--- config.mk ---
export PLATFORM = sky130hd
export DESIGN_NAME = imagine_step_ctrl_flat
export DESIGN_NICKNAME = d
export VERILOG_FILES = /design/src/rtl/imagine_dbg_pkg.sv /design/src/rtl/imagine_step_ctrl_if.sv /design/src/rtl/imagine_trace_ring.sv /design/src/rtl/imagine_step_ctrl.sv /design/src/flat_wrapper.sv
export SDC_FILE = /design/constraint.sdc
export NUM_CORES = 1
export LEC_CHECK = 0
export ABC_AREA = 1
export BUFFER_PORTS_ARGS = -buffer_cell sky130_fd_sc_hd__buf_4
export CAP_MARGIN = 25
export CORE_ASPECT_RATIO = 0.7
export CORE_MARGIN = 4
export CORE_UTILIZATION = 66
export CTS_BUF_LIST = sky130_fd_sc_hd__clkbuf_4
export DETAILED_ROUTE_END_ITERATION = 7
export PLACE_DENSITY_LB_ADDON = 0.05
export SLEW_MARGIN = 20
export SYNTH_ARGS = -nofsm -noshare
export SYNTH_HDL_FRONTEND = slang
export SYNTH_HIERARCHICAL = 1
export SYNTH_SLANG_ARGS = --single-unit
--- constraint.sdc ---
create_clock -name clk -period 8.99 [get_ports clk]
set_input_delay 0 -clock clk [delete_from_list [all_inputs] [get_ports clk]]
set_output_delay 0 -clock clk [all_outputs]
set_load 0.03 [all_outputs]
--- src/rtl/imagine_dbg_pkg.sv ---
// Shared encodings for the ImagineThinker run/step/breakpoint controller.
package imagine_dbg_pkg;

    localparam int unsigned CMD_OP_W = 2;
    localparam int unsigned CAUSE_W  = 2;

    // Host command opcodes carried on cmd_op
    typedef enum logic [CMD_OP_W-1:0] {
        CMD_HALT = 2'd0,
        CMD_RUN  = 2'd1,
        CMD_STEP = 2'd2,
        CMD_CLR  = 2'd3
    } cmd_op_e;

    // Reason the controller last entered HALTED
    typedef enum logic [CAUSE_W-1:0] {
        CAUSE_NONE      = 2'd0,
        CAUSE_HOST      = 2'd1,
        CAUSE_BP        = 2'd2,
        CAUSE_STEP_DONE = 2'd3
    } halt_cause_e;

    // Controller FSM states
    typedef enum logic [1:0] {
        ST_HALTED = 2'd0,
        ST_RUN    = 2'd1,
        ST_STEP   = 2'd2
    } state_e;

endpackage : imagine_dbg_pkg

--- src/rtl/imagine_step_ctrl_if.sv ---
// Host/debug and core-side signal bundle for imagine_step_ctrl.
interface imagine_step_ctrl_if #(
    parameter int unsigned PC_W        = 16,
    parameter int unsigned INST_W      = 32,
    parameter int unsigned CNT_W       = 16,
    parameter int unsigned NUM_BP      = 2,
    parameter int unsigned TRACE_DEPTH = 8
);
    localparam int unsigned TCNT_W = $clog2(TRACE_DEPTH) + 1;

    // host command channel
    logic                     cmd_valid;
    logic [1:0]               cmd_op;
    logic [CNT_W-1:0]         cmd_count;
    // breakpoint setup
    logic [NUM_BP-1:0]        bp_en;
    logic [NUM_BP*PC_W-1:0]   bp_addr;
    // core side
    logic [PC_W-1:0]          core_pc;
    logic [INST_W-1:0]        core_inst;
    logic                     core_ce;
    // status
    logic                     halted;
    logic [1:0]               halt_cause;
    logic [CNT_W-1:0]         steps_done;
    // trace readout
    logic                     trace_rd_en;
    logic [PC_W+INST_W-1:0]   trace_rd_data;
    logic                     trace_empty;
    logic [TCNT_W-1:0]        trace_count;
    logic                     trace_ovf;

    // controller side
    modport slave (
        input  cmd_valid, cmd_op, cmd_count, bp_en, bp_addr,
        input  core_pc, core_inst, trace_rd_en,
        output core_ce, halted, halt_cause, steps_done,
        output trace_rd_data, trace_empty, trace_count, trace_ovf
    );

    // host / core model side
    modport master (
        output cmd_valid, cmd_op, cmd_count, bp_en, bp_addr,
        output core_pc, core_inst, trace_rd_en,
        input  core_ce, halted, halt_cause, steps_done,
        input  trace_rd_data, trace_empty, trace_count, trace_ovf
    );

endinterface : imagine_step_ctrl_if

--- src/rtl/imagine_trace_ring.sv ---
// Overwrite-on-full circular buffer with show-ahead read, clear, count and
// sticky overflow flag.
module imagine_trace_ring #(
    parameter int unsigned DATA_W = 48,
    parameter int unsigned DEPTH  = 8
) (
    input  logic                     clk,
    input  logic                     rst_n,
    input  logic                     i_push,
    input  logic                     i_pop,
    input  logic                     i_clr,
    input  logic [DATA_W-1:0]        i_data,
    output logic [DATA_W-1:0]        o_data,
    output logic                     o_empty,
    output logic [$clog2(DEPTH):0]   o_count,
    output logic                     o_ovf
);
    localparam int unsigned PTR_W = $clog2(DEPTH);
    localparam int unsigned CNT_W = PTR_W + 1;

    logic [DATA_W-1:0] r_mem [DEPTH];
    logic [PTR_W-1:0]  r_wr_ptr;
    logic [PTR_W-1:0]  r_rd_ptr;
    logic [CNT_W-1:0]  r_count;
    logic              r_ovf;

    logic w_full;
    logic w_empty;
    logic w_do_pop;
    logic w_drop;

    assign w_full   = (r_count == CNT_W'(DEPTH));
    assign w_empty  = (r_count == '0);
    assign w_do_pop = i_pop && !w_empty;
    // a push into a full ring with no pop discards the oldest entry
    assign w_drop   = i_push && w_full && !i_pop;

    // storage: when full the write slot coincides with the head slot
    always_ff @(posedge clk) begin
        if (i_push && !i_clr) begin
            r_mem[r_wr_ptr] <= i_data;
        end
    end

    // pointers, occupancy and overflow flag
    always_ff @(posedge clk or negedge rst_n) begin
        if (!rst_n) begin
            r_wr_ptr <= '0;
            r_rd_ptr <= '0;
            r_count  <= '0;
            r_ovf    <= 1'b0;
        end else if (i_clr) begin
            r_wr_ptr <= '0;
            r_rd_ptr <= '0;
            r_count  <= '0;
            r_ovf    <= 1'b0;
        end else begin
            if (i_push) begin
                r_wr_ptr <= r_wr_ptr + PTR_W'(1);
            end
            if (w_do_pop || w_drop) begin
                r_rd_ptr <= r_rd_ptr + PTR_W'(1);
            end
            if (i_push && !w_do_pop && !w_full) begin
                r_count <= r_count + CNT_W'(1);
            end else if (w_do_pop && !i_push) begin
                r_count <= r_count - CNT_W'(1);
            end
            if (w_drop) begin
                r_ovf <= 1'b1;
            end
        end
    end

    assign o_data  = r_mem[r_rd_ptr];
    assign o_empty = w_empty;
    assign o_count = r_count;
    assign o_ovf   = r_ovf;

endmodule : imagine_trace_ring

--- src/rtl/imagine_step_ctrl.sv ---
// Run/step/breakpoint controller: drives the core clock-enable from host
// commands, halts on PC breakpoints and traces executed {pc, inst} pairs.
module imagine_step_ctrl
    import imagine_dbg_pkg::*;
#(
    parameter int unsigned PC_W        = 16,
    parameter int unsigned INST_W      = 32,
    parameter int unsigned CNT_W       = 16,
    parameter int unsigned NUM_BP      = 2,
    parameter int unsigned TRACE_DEPTH = 8
) (
    input  logic                clk,
    input  logic                rst_n,
    imagine_step_ctrl_if.slave  dbg
);
    localparam int unsigned TRACE_W = PC_W + INST_W;

    state_e            r_state;
    halt_cause_e       r_cause;
    logic [CNT_W-1:0]  r_cnt;
    logic              r_skip;
    logic [CNT_W-1:0]  r_steps;

    state_e            w_next_state;
    halt_cause_e       w_next_cause;
    logic [CNT_W-1:0]  w_next_cnt;
    logic              w_next_skip;

    logic w_bp_match;
    logic w_bp_hit;
    logic w_ce;
    logic w_cmd_halt;
    logic w_cmd_run;
    logic w_cmd_step;
    logic w_cmd_clr;

    assign w_cmd_halt = dbg.cmd_valid && (dbg.cmd_op == CMD_HALT);
    assign w_cmd_run  = dbg.cmd_valid && (dbg.cmd_op == CMD_RUN);
    assign w_cmd_step = dbg.cmd_valid && (dbg.cmd_op == CMD_STEP);
    assign w_cmd_clr  = dbg.cmd_valid && (dbg.cmd_op == CMD_CLR);

    // breakpoint comparators against the PC about to execute
    always_comb begin
        w_bp_match = 1'b0;
        for (int i = 0; i < int'(NUM_BP); i++) begin
            if (dbg.bp_en[i] && (dbg.core_pc == dbg.bp_addr[i*PC_W +: PC_W])) begin
                w_bp_match = 1'b1;
            end
        end
    end

    // skip masks the breakpoint so execution can resume from a breakpointed PC
    assign w_bp_hit = w_bp_match && !r_skip;
    assign w_ce     = ((r_state == ST_RUN) || (r_state == ST_STEP)) && !w_bp_hit;

    // next-state: breakpoint beats step completion beats host halt
    always_comb begin
        w_next_state = r_state;
        w_next_cause = r_cause;
        w_next_cnt   = r_cnt;
        w_next_skip  = r_skip;
        case (r_state)
            ST_HALTED: begin
                if (w_cmd_run) begin
                    w_next_state = ST_RUN;
                    w_next_skip  = 1'b1;
                end else if (w_cmd_step) begin
                    if (dbg.cmd_count != '0) begin
                        w_next_state = ST_STEP;
                        w_next_cnt   = dbg.cmd_count;
                        w_next_skip  = 1'b1;
                    end else begin
                        w_next_cause = CAUSE_STEP_DONE;
                    end
                end else if (w_cmd_halt) begin
                    w_next_cause = CAUSE_HOST;
                end
            end
            ST_RUN: begin
                w_next_skip = 1'b0;
                if (w_bp_hit) begin
                    w_next_state = ST_HALTED;
                    w_next_cause = CAUSE_BP;
                end else if (w_cmd_halt) begin
                    w_next_state = ST_HALTED;
                    w_next_cause = CAUSE_HOST;
                end
            end
            ST_STEP: begin
                w_next_skip = 1'b0;
                if (w_bp_hit) begin
                    w_next_state = ST_HALTED;
                    w_next_cause = CAUSE_BP;
                end else begin
                    w_next_cnt = r_cnt - CNT_W'(1);
                    if (r_cnt == CNT_W'(1)) begin
                        w_next_state = ST_HALTED;
                        w_next_cause = CAUSE_STEP_DONE;
                    end else if (w_cmd_halt) begin
                        w_next_state = ST_HALTED;
                        w_next_cause = CAUSE_HOST;
                    end
                end
            end
            default: begin
                w_next_state = ST_HALTED;
            end
        endcase
    end

    // FSM and step-counter registers
    always_ff @(posedge clk or negedge rst_n) begin
        if (!rst_n) begin
            r_state <= ST_HALTED;
            r_cause <= CAUSE_NONE;
            r_cnt   <= '0;
            r_skip  <= 1'b0;
        end else begin
            r_state <= w_next_state;
            r_cause <= w_next_cause;
            r_cnt   <= w_next_cnt;
            r_skip  <= w_next_skip;
        end
    end

    // executed-cycle counter, cleared by CLR even when a cycle executes
    always_ff @(posedge clk or negedge rst_n) begin
        if (!rst_n) begin
            r_steps <= '0;
        end else if (w_cmd_clr) begin
            r_steps <= '0;
        end else if (w_ce) begin
            r_steps <= r_steps + CNT_W'(1);
        end
    end

    imagine_trace_ring #(
        .DATA_W (TRACE_W),
        .DEPTH  (TRACE_DEPTH)
    ) u_trace (
        .clk     (clk),
        .rst_n   (rst_n),
        .i_push  (w_ce),
        .i_pop   (dbg.trace_rd_en),
        .i_clr   (w_cmd_clr),
        .i_data  ({dbg.core_pc, dbg.core_inst}),
        .o_data  (dbg.trace_rd_data),
        .o_empty (dbg.trace_empty),
        .o_count (dbg.trace_count),
        .o_ovf   (dbg.trace_ovf)
    );

    assign dbg.core_ce    = w_ce;
    assign dbg.halted     = (r_state == ST_HALTED);
    assign dbg.halt_cause = r_cause;
    assign dbg.steps_done = r_steps;

endmodule : imagine_step_ctrl

--- src/flat_wrapper.sv ---
// flat-port wrapper written by rule: the top's interface ports become plain ports
module imagine_step_ctrl_flat import imagine_dbg_pkg::*;
#(
    parameter int unsigned PC_W        = 16,
    parameter int unsigned INST_W      = 32,
    parameter int unsigned CNT_W       = 16,
    parameter int unsigned NUM_BP      = 2,
    parameter int unsigned TRACE_DEPTH = 8
)
  (clk, rst_n, dbg_cmd_valid, dbg_cmd_op, dbg_cmd_count, dbg_bp_en, dbg_bp_addr, dbg_core_pc, dbg_core_inst, dbg_trace_rd_en, dbg_core_ce, dbg_halted, dbg_halt_cause, dbg_steps_done, dbg_trace_rd_data, dbg_trace_empty, dbg_trace_count, dbg_trace_ovf);
  imagine_step_ctrl_if #(.PC_W(PC_W), .INST_W(INST_W), .CNT_W(CNT_W), .NUM_BP(NUM_BP), .TRACE_DEPTH(TRACE_DEPTH)) dbg_i ();
  input  logic clk;
  input  logic rst_n;
  input wire logic [$bits(dbg_i.cmd_valid)-1:0] dbg_cmd_valid;
  input wire logic [$bits(dbg_i.cmd_op)-1:0] dbg_cmd_op;
  input wire logic [$bits(dbg_i.cmd_count)-1:0] dbg_cmd_count;
  input wire logic [$bits(dbg_i.bp_en)-1:0] dbg_bp_en;
  input wire logic [$bits(dbg_i.bp_addr)-1:0] dbg_bp_addr;
  input wire logic [$bits(dbg_i.core_pc)-1:0] dbg_core_pc;
  input wire logic [$bits(dbg_i.core_inst)-1:0] dbg_core_inst;
  input wire logic [$bits(dbg_i.trace_rd_en)-1:0] dbg_trace_rd_en;
  output wire logic [$bits(dbg_i.core_ce)-1:0] dbg_core_ce;
  output wire logic [$bits(dbg_i.halted)-1:0] dbg_halted;
  output wire logic [$bits(dbg_i.halt_cause)-1:0] dbg_halt_cause;
  output wire logic [$bits(dbg_i.steps_done)-1:0] dbg_steps_done;
  output wire logic [$bits(dbg_i.trace_rd_data)-1:0] dbg_trace_rd_data;
  output wire logic [$bits(dbg_i.trace_empty)-1:0] dbg_trace_empty;
  output wire logic [$bits(dbg_i.trace_count)-1:0] dbg_trace_count;
  output wire logic [$bits(dbg_i.trace_ovf)-1:0] dbg_trace_ovf;
  assign dbg_i.cmd_valid = dbg_cmd_valid;
  assign dbg_i.cmd_op = dbg_cmd_op;
  assign dbg_i.cmd_count = dbg_cmd_count;
  assign dbg_i.bp_en = dbg_bp_en;
  assign dbg_i.bp_addr = dbg_bp_addr;
  assign dbg_i.core_pc = dbg_core_pc;
  assign dbg_i.core_inst = dbg_core_inst;
  assign dbg_i.trace_rd_en = dbg_trace_rd_en;
  assign dbg_core_ce = dbg_i.core_ce;
  assign dbg_halted = dbg_i.halted;
  assign dbg_halt_cause = dbg_i.halt_cause;
  assign dbg_steps_done = dbg_i.steps_done;
  assign dbg_trace_rd_data = dbg_i.trace_rd_data;
  assign dbg_trace_empty = dbg_i.trace_empty;
  assign dbg_trace_count = dbg_i.trace_count;
  assign dbg_trace_ovf = dbg_i.trace_ovf;
  imagine_step_ctrl #(.PC_W(PC_W), .INST_W(INST_W), .CNT_W(CNT_W), .NUM_BP(NUM_BP), .TRACE_DEPTH(TRACE_DEPTH)) u_core (.clk(clk), .rst_n(rst_n), .dbg(dbg_i));
endmodule
* Word-level counts from Yosys, hierarchy flattened *
Memories as Yosys holds them, arrays and structs flattened.
Index checks and enable logic that the tools add are counted.
Widths: inputs -> output; s select.

operators by class
  $add $sub $neg = 6
  eq/ne operators = 16
  mux-type cells = 40
  reductions and logical operators = 41

operator list
  cell                   number
  $mux 16                6
  $eq 16x16->1           2
  $pmux 16 s2            1
  $mux 2                 14
  $add 16x1->16 const B  1
  $eq 16x1->1 const B    1
  $reduce_bool 16->1     1
  $sub 16x1->16 const B  1
  $logic_and 1x1->1      15
  $mux 3                 4
  $mux 4                 3
  $pmux 2 s3             2
  $reduce_bool 2->1      5
  $mux 1                 9
  $logic_not 1->1        8
  $add 3x1->3 const B    2
  $eq 2x2->1 const B     3
  $ne 3x1->1 const B     2
  $reduce_and 3->1       2
  $reduce_bool 3->1      2
  $reduce_and 5->1       1
  $add 4x1->4 const B    1
  $eq 2x1->1 const B     2
  $eq 4x4->1 const B     1
  other kinds (10)       14

word-level totals
  bits in registers = 48
  RAM bits = 384
  input bits = 104
  memories kept = 1

memories
  memory                depth  width  read ports  clocked after memory_dff  wr ports  RTL line                  RTL
  u_core.u_trace.r_mem  8      48     1           0                         1         imagine_trace_ring.sv:21  logic [DATA_W-1:0] r_mem [DEPTH];

* Longest topological paths before layout *
Gate-level depths: netlist of the first run.

  depth in word-level cells = 12
  depth in mapped cells = 20

* Cells and area by module *
Netlist of the first run, hierarchy kept.

by module, submodules not included
  module              instances  cells an instance  area each (um^2)
  imagine_trace_ring  1          1185               15514.9
  imagine_step_ctrl   1          509                3251.9

* Least setup slack after synthesis of the first run *
No wires, ideal clock.

  path kind = register to register
  start = reg u_core.r_state[0]
  end = mem u_core.u_trace.r_mem[0][0] (enable)
  data arrival time = 3.753 ns
  path slack = 4.784 ns
  stages on the path, launching flop included = 9
  period minus slack after synthesis = 4.206 ns
  cell sequence = dfrtp_1 > inv_1 > ha_1 > nand2_4 > inv_1 > inv_1 > nor2_1 > nand2_1 > nor2_1

between the ends
  word-level cells in the longest chain between the ends = 6
  elaborated cells between the ends (all ways) = 7

RTL lines
  what                                             RTL line                  RTL
  from (decl)                                      imagine_step_ctrl.sv:18   state_e r_state;
  from (signal assigned)                           imagine_step_ctrl.sv:119  r_state <= w_next_state;
  $eq 2x1->1 / $eq 2x2->1 (equally long branches)  imagine_step_ctrl.sv:54   assign w_ce = ((r_state == ST_RUN) || (r_state == ST_STEP)) && !w_bp_hit;
  $logic_or 1x1->1 (*)                             imagine_step_ctrl.sv:54
  $logic_and 1x1->1 (*)                            imagine_step_ctrl.sv:54
  via dbg_core_ce                                  flat_wrapper.sv:22        output wire logic [$bits(dbg_i.core_ce)-1:0] dbg_core_ce;
  $logic_and 1x1->1 (*)                            imagine_trace_ring.sv:40  if (i_push && !i_clr) begin
  $mux 1 (*)                                       imagine_trace_ring.sv:40
  $mux 1 (implied by the code) (*)                 imagine_trace_ring.sv:41  r_mem[r_wr_ptr] <= i_data;
  to (decl)                                        imagine_trace_ring.sv:21

Mark *: on every way through the listed nets, which the timed path passes. The rest lies on a longest branch.

* Worst setup path in the final report of the first run *
  start = in dbg_core_pc[11]
  end = mem u_core.u_trace.r_mem[7][28] (enable)

between the ends
  word-level cells in the longest chain between the ends = 10
  elaborated cells between the ends (all ways) = 12

RTL lines
  what                              RTL line                  RTL
  from (decl)                       flat_wrapper.sv:19        input wire logic [$bits(dbg_i.core_pc)-1:0] dbg_core_pc;
  $eq 16x16->1                      imagine_step_ctrl.sv:46   if (dbg.bp_en[i] && (dbg.core_pc == dbg.bp_addr[i*PC_W +: PC_W])) begin
  $logic_and 1x1->1                 imagine_step_ctrl.sv:46
  $mux 1                            imagine_step_ctrl.sv:46
  $mux 1 (*)                        imagine_step_ctrl.sv:46
  $logic_and 1x1->1 (*)             imagine_step_ctrl.sv:53   assign w_bp_hit = w_bp_match && !r_skip;
  $logic_not 1->1 (*)               imagine_step_ctrl.sv:54
  $logic_and 1x1->1 (*)             imagine_step_ctrl.sv:54
  $logic_and 1x1->1 (*)             imagine_trace_ring.sv:40
  $mux 1 (*)                        imagine_trace_ring.sv:40
  $mux 1 (implied by the code) (*)  imagine_trace_ring.sv:41

Mark *: on every way between the ends. The rest lies on a longest branch, timed or not.

==> results of run 1 <==
[per-stage QoR]
stage | setup WS (ns) | hold WS, ns
floorplan | 4.78 | -0.296
global placement | 5.74 | 0.0624
detailed placement | 5.60 | 0.0671
CTS | 3.39 | 0.000286
global route | 2.98 | 0.00901
finish | 3.14 | 0.0619
[state kept, by name, summed over array words and instances, names as in the netlist]
register                 count
u_core/u_trace/r_rd_ptr      3
u_core/u_trace/o_count       4
u_core/dbg.steps_done       16
u_core/u_trace/o_ovf         1
u_core/r_state               2
u_core/r_cnt                16
u_core/u_trace/r_mem       384
u_core/u_trace/r_wr_ptr      3
u_core/dbg.halt_cause        2
u_core/r_skip                1
[cell usage after synthesis (16+ instances only)]
library cell	n	area [um^2]
edfxtp_1	384	11500
clkbuf_1	34	128
nand3_1	60	300
nor2_1	424	1590
buf_2	19	95.1
a31oi_1	50	313
xor2_1	16	140
o21ai_1	38	190
nand2_1	186	698
buf_6	18	203
dfrtp_1	48	1200
o21ai_0	180	901
inv_1	83	312
o22ai_1	49	307
[worst max-delay path, stage by stage]
cell and delay, ns:
dlygate4sd3_1 0.54, dlygate4sd3_1 0.55, buf_4 0.17, inv_1 0.09, nand2_1 0.07, nand4_1 0.06, dlygate4sd3_1 0.55, nor2_1 0.04
dlygate4sd3_1 0.59, nand3_2 0.09, dlygate4sd3_1 0.60, nand2_4 0.07, dlygate4sd3_1 0.59, nand2_4 0.13, nand2_4 0.15, inv_1 0.27
inv_1 0.16, nor2_1 0.20, nand2_1 0.26, nor2_4 0.39, buf_4 0.63
[kinds of logic after synthesis]
| group | synth area share [%] |
|---|---|
| compound gates | 10.2 |
| xor+xnor | 1.31 |
| fa+ha+maj | 0.840 |
| buf+inv | 4.46 |
| flops | 67.8 |
| mux | 0.107 |
| simple gates | 15.3 |
[repair_timing]
action | in CTS | in global routing
gates resized for setup | 0 | 0
hold buffers | 134 | 0
hold endpoints to repair | 479 | 0
[where the power goes]
part	internal (mW)	leakage, nW	switching, mW
clock network	0.876	0.802	0.763
logic	1.06	4.01	2.27
registers	2.59	4.10	0.236
total	4.53	8.91	3.27
[final timing paths]
| kind | endpoint | slack, ns | cells after the start |
|---|---|---|---|
| hold / removal | u_core/u_trace/r_mem[2][32] | 0.06 | 2 |
| hold reg to reg | u_core/r_cnt[15] | 0.47 | 2 |
| setup reg to reg | u_core/r_state[1] | 4.59 | 12 |
| setup / recovery | u_core/u_trace/r_mem[7][28] | 3.14 | 21 |
| min in group asynchronous | u_core/r_cnt[3] | 0.26 | 4 |
| max in group asynchronous | u_core/u_trace/r_rd_ptr[0] | 8.42 | 4 |
[per-layer routing]
metal / vias to the layer above / GRT usage [%]
li1: 6680 / -
met1: 6888 / 43.1
met2: 782 / 48.1
met3: 119 / 6.66
met4: 0 / 9.29
met5: - / 0
[layout make-up]
class / count / area share (%)
Sequential cell: 432 / 55.4
Multi-Input combinational cell: 1092 / 22.9
Timing Repair Buffer: 327 / 12.3
Clock buffer: 150 / 4.90
Tap cell: 371 / 2.02
Inverter: 86 / 1.42
Clock inverter: 30 / 0.964
Antenna cell: 2 / 0.0218
==> key figures, run 1 <==
Route
  • Post-DR wirelength/cell: 19.2 um
  • Highest routed layer: met4
  • Met3 routed wirelength: 4160 um
  • Remaining DRCs: 0
  • Met1 WL: 19800 um
  • First drt pass iteration count: 6
  • Drt total wl: 47900 um
  • Vias per std cell: 5.81
  • Met2 Wirelength: 22900 um
  • Iter 0 DRT Violations: 1750
  • Routed vias: 14469
  • Final ANT Viol Nets: 0

Placed design
  • # port buffers: 177
  • DP Cell Count: 2173
  • Post-DP Area: 20200 um^2
  • Dpl hpwl: 25500 um
  • Placer Congestion: 0.900

Timing
  • Final hold vios: 0
  • Max Clk Rate: 171 MHz
  • Max-slew violations: 0
  • Period utilization: 65.1%
  • Final setup TNS: 0 ns
  • RSZ-0062 raised after global routing: false
  • Slew @ Worst Pin: 1.03 ns
  • Clock Skew: 0.0532 ns
  • Final setup viols: 0
  • Max-slew headroom: 31.4%
  • Period minus WS final: 5.85 ns

Final layout
  • Commonest cells after routing, fill and taps aside: 416 x nor2_1, 384 x edfxtp_1, 192 x buf_4, 186 x nand2_1, 180 x o21ai_0
  • Area Overhead vs Synth: 22.4%
  • Commonest non-fill, non-tap cell in the layout: nor2_1
  • Fillers: 1559
  • Fin area: 23000 um^2
  • Multi-input logic area: 5260 um^2
  • Final core occ: 82.4%
  • Seq. cell area: 12700 um^2
  • Layout Nets: 2152
  • Share of cells above drive strength 1: 18.8%
  • Final instance count without filler cells: 2490

Critical path
  • R2R Path Start: u_core/r_state[0]
  • Arrival @ worst endpoint: 6.22 ns
  • CP startpoint: dbg_core_pc[11]
  • Crit path launch type: primary input
  • WP data required: 9.36 ns
  • Crit. End Element: flip-flop
  • Setup CP Type: primary input to flip-flop
  • Max FO, Critical Path: 38

Power
  • Cell Pwr Density: 339 nW/um^2
  • Max VDD drop: 0.000300 V
  • Leak: 8.91 nW
  • Overall power: 7.79 mW

Worst hold path
  • Hold Crit Start: dbg_core_pc[0]
  • Hold crit path type: primary input to flip-flop

Global route
  • Vias in the first global route: 14341
  • Largest net degree at the start of global routing: 107
  • GRT Overall Usage: 30.3%
  • Initial antenna violation count: 2
  • First-pass GRT wire length: 75100 um
  • GR Overflow Total: 0

Synthesis
  • Fraction of registers with async set/reset: 11.1%
  • Post-Syn Area: 18800 um^2
  • Synth unique cells: 49
  • Number of synthesized flops with an enable pin: 384
  • Most frequently used flop master after synthesis: edfxtp_1
  • Syn Area/Cell: 11.1 um^2
  • Gate Count Post-Synth: 1694
  • Net Count, Synth: 1810
  • Warnings, synthesis: 6
  • FF+latch count, synth: 432
  • Register area share after synthesis: 67.8%

Floorplanning
  • Die ar.: 31200 um^2
  • Core area: 27900 um^2
  • Io pins: 178
  • Die width: 210 um
  • Die Ht: 149 um
  • Starting density of the core: 67.3%
  • Cell Rows: 51

Run status
  • Run status: complete, no violations

Clock tree
  • CTS Sinks: 432
  • Worst-path clk slew: 0.08 ns
  • Root buffer cell: clkbuf_4
  • Clock buffer depth: 3
  • Clk Latency, worst-skew pair: 0.79 ns
  • CTS H-tree lvls: 3
  • CTS tree: yes
  • Postcts setup bufs: 0
  • CTS Buf Count: 97

Run
  • Max-cap violations: 0
Power figures use the tool's default switching activity.
==> inputs of run 2 (changes only) <==
Settings changed: CORE_UTILIZATION 66 to 62.
Clock period 8.99 ns to 5.6 ns, I/O delays scaled along.
==> key figures, run 2 (synthesized netlist as in run 1, its figures left out) <==
Run status
  • Run status: complete, no violations

Timing
  • Max-slew headroom: 31.9% (+0.53 points)
  • RSZ-0062 raised after global routing: false
  • Final setup TNS: 0 ns (unchanged)
  • Clock Skew: 0.0420 ns (-0.0112 ns)
  • Max-slew violations: 0 (unchanged)
  • Max Clk Rate: 185 MHz
  • Worst hold slack: 0.0855 ns (+0.0236 ns)
  • Period utilization: 96.3%
  • Slew @ Worst Pin: 1.02 ns (-0.0103 ns)
  • Final hold vios: 0 (unchanged)
  • Period minus WS final: 5.39 ns
  • Final setup viols: 0 (unchanged)

Placed design
  • Placer Congestion: 0.921 (+2.3%)
  • Dpl hpwl: 26200 um (+2.8%)
  • Post-DP Area: 20300 um^2 (+0.46%)
  • # port buffers: 177 (unchanged)

Critical path
  • Worst reg2reg setup slack: 1.19 ns (-3.40 ns)
  • Arrival @ worst endpoint: 5.83 ns (-0.39 ns)
  • Max FO, Critical Path: 28 (-26%)
  • Crit. End Element: flip-flop
  • Crit path launch type: primary input
  • Setup CP Type: primary input to flip-flop
  • WP data required: 6.04 ns (-3.32 ns)

Final layout
  • Share of cells above drive strength 1: 18.9% (+0.19 points)
  • Layout Nets: 2183 (+1.4%)
  • Max reg flops: 384 (unchanged)
  • Fillers: 1786 (+15%)
  • Commonest cells after routing, fill and taps aside: 416 x nor2_1, 384 x edfxtp_1, 195 x buf_4, 186 x nand2_1, 180 x o21ai_0
  • Area Overhead vs Synth: 24.2%
  • Top reg by flops: u_core/u_trace/r_mem
  • Fin area: 23300 um^2 (+1.4%)
  • Commonest non-fill, non-tap cell in the layout: nor2_1

Run
  • Max-cap violations: 0 (unchanged)

Clock tree
  • Root buffer cell: clkbuf_4
  • Clk Latency, worst-skew pair: 0.79 ns (about the same)
  • CTS Sinks: 432 (unchanged)
  • CTS H-tree lvls: 3 (unchanged)
  • Clock buffer depth: 3 (unchanged)
  • Worst-path clk slew: 0.07 ns (about the same)
  • CTS tree: yes
  • CTS Buf Count: 100 (+3.1%)

Route
  • First drt pass iteration count: 6 (unchanged)
  • Final ANT Viol Nets: 0 (unchanged)
  • Drt total wl: 47700 um (-0.38%)
  • Post-DR wirelength/cell: 18.7 um (-3.0%)
  • Iter 0 DRT Violations: 1873 (+7.0%)
  • Vias per std cell: 5.64 (-3.0%)
  • Remaining DRCs: 0 (unchanged)
  • Routed vias: 14416 (-0.37%)

Floorplanning
  • Cell Rows: 52 (+2.0%)
  • Core area: 29300 um^2 (+5.2%)
  • Die Ht: 154 um (+3.0%)
  • Io pins: 178 (unchanged)
  • Die width: 216 um (+3.1%)
  • Die ar.: 33200 um^2 (+6.2%)
  • Starting density of the core: 64.0% (-3.3 points)

Global route
  • First-pass GRT wire length: 74400 um (-0.92%)
  • GRT Overall Usage: 28.2% (-2.1 points)
  • Initial antenna violation count: 3 (+1)
  • GR Overflow Total: 0 (unchanged)
  • Vias in the first global route: 13767 (-4.0%)
  • Largest net degree at the start of global routing: 86 (-20%)

Power
  • Max VDD drop: 0.000450 V (+50%)
  • Overall power: 12.6 mW (+61%)
  • Cell internal pwr: 7.31 mW (+61%)
  • Gate power share: 43.4% (+0.7 points)
  • Sequential share of power: 36.3% (about the same)
  • Clock network power share: 20.3% (-0.7 points)
  • Leak: 9.04 nW (+1.5%)
  • NetSw: 5.24 mW (+60%)
  • Cell Pwr Density: 539 nW/um^2 (+59%)
  • Net switching fraction of the power: 41.7% (-0.17 points)

Worst hold path
  • Hold crit path type: primary input to flip-flop
run 2: final timing paths:
kind                                   start                     endpoint  cells past startpoint
setup reg to reg           u_core/r_state[0]            u_core/r_state[1]                     12
hold / removal               dbg_core_pc[14]  u_core/u_trace/r_mem[1][46]                      2
hold reg to reg                u_core/r_skip                u_core/r_skip                      2
max in group asynchronous              rst_n   u_core/u_trace/r_rd_ptr[0]                      4
min in group asynchronous              rst_n              u_core/r_cnt[3]                      4
setup / recovery              dbg_core_pc[8]  u_core/u_trace/r_mem[3][12]                     19
run 2: power groups by stage:
stage	registers, mW	clock network [mW]	logic (mW)
2_1_floorplan	4.58	0	3.51
3_3_place_gp	4.60	0	4.97
3_5_place_dp	4.61	0	5.09
4_1_cts	4.54	2.59	5.33
5_1_grt	4.61	2.78	5.90
6_report	4.56	2.54	5.45
run 2: worst max-delay path, stage by stage:
cell and delay (ns):
dlygate4sd3_1 0.53, dlygate4sd3_1 0.55, buf_4 0.17, xnor2_1 0.12
nand3_1 0.09, dlygate4sd3_1 0.57, nor2_1 0.04, dlygate4sd3_1 0.57
nand3_2 0.08, dlygate4sd3_1 0.60, nand2_4 0.08, nand2_4 0.12
nand2_4 0.14, inv_1 0.27, inv_1 0.17, nor2_1 0.21
nand2_1 0.27, nor2_4 0.83, buf_6 0.37
run 2: repair_timing:
| action | 4_1_cts | 5_1_grt |
|---|---|---|
| hold buffers | 151 | 1 |
| endpoints found under the setup margin | 0 | 86 |
| buffers inserted | 0 | 8 |
| endpoints found under the hold margin | 478 | 1 |
| gates resized for setup | 0 | 4 |
run 2: through the flow:
stage	instances	utilization, %	setup WS (ns)
6_report	2557	79.4	0.207
5_1_grt	2557	79.4	0.0433
4_1_cts	2543	78.9	0.247
3_5_place_dp	2209	69.3	1.85
3_3_place_gp	2208	69.2	2.04
2_1_floorplan	1694	-	1.39
run 2: metal layers:
metal,share of wire (%),GRT usage [%],routed length [um]
met1,43,41.0,20400
met2,46,43.3,22100
met3,8.9,6.63,4230
met4,2.2,8.35,1060
met5,0.015,0,7
run 2: final cells by class:
| cell class | count | area (um^2) | area share, % |
|---|---|---|---|
| Inverter | 86 | 327 | 1.40 |
| Timing Repair Buffer | 355 | 3140 | 13.5 |
| Multi-Input combinational cell | 1092 | 5260 | 22.6 |
| Clock inverter | 32 | 179 | 0.768 |
| Tap cell | 405 | 507 | 2.17 |
| Antenna cell | 4 | 10.0 | 0.0430 |
| Clock buffer | 151 | 1130 | 4.86 |
| Sequential cell | 432 | 12700 | 54.7 |
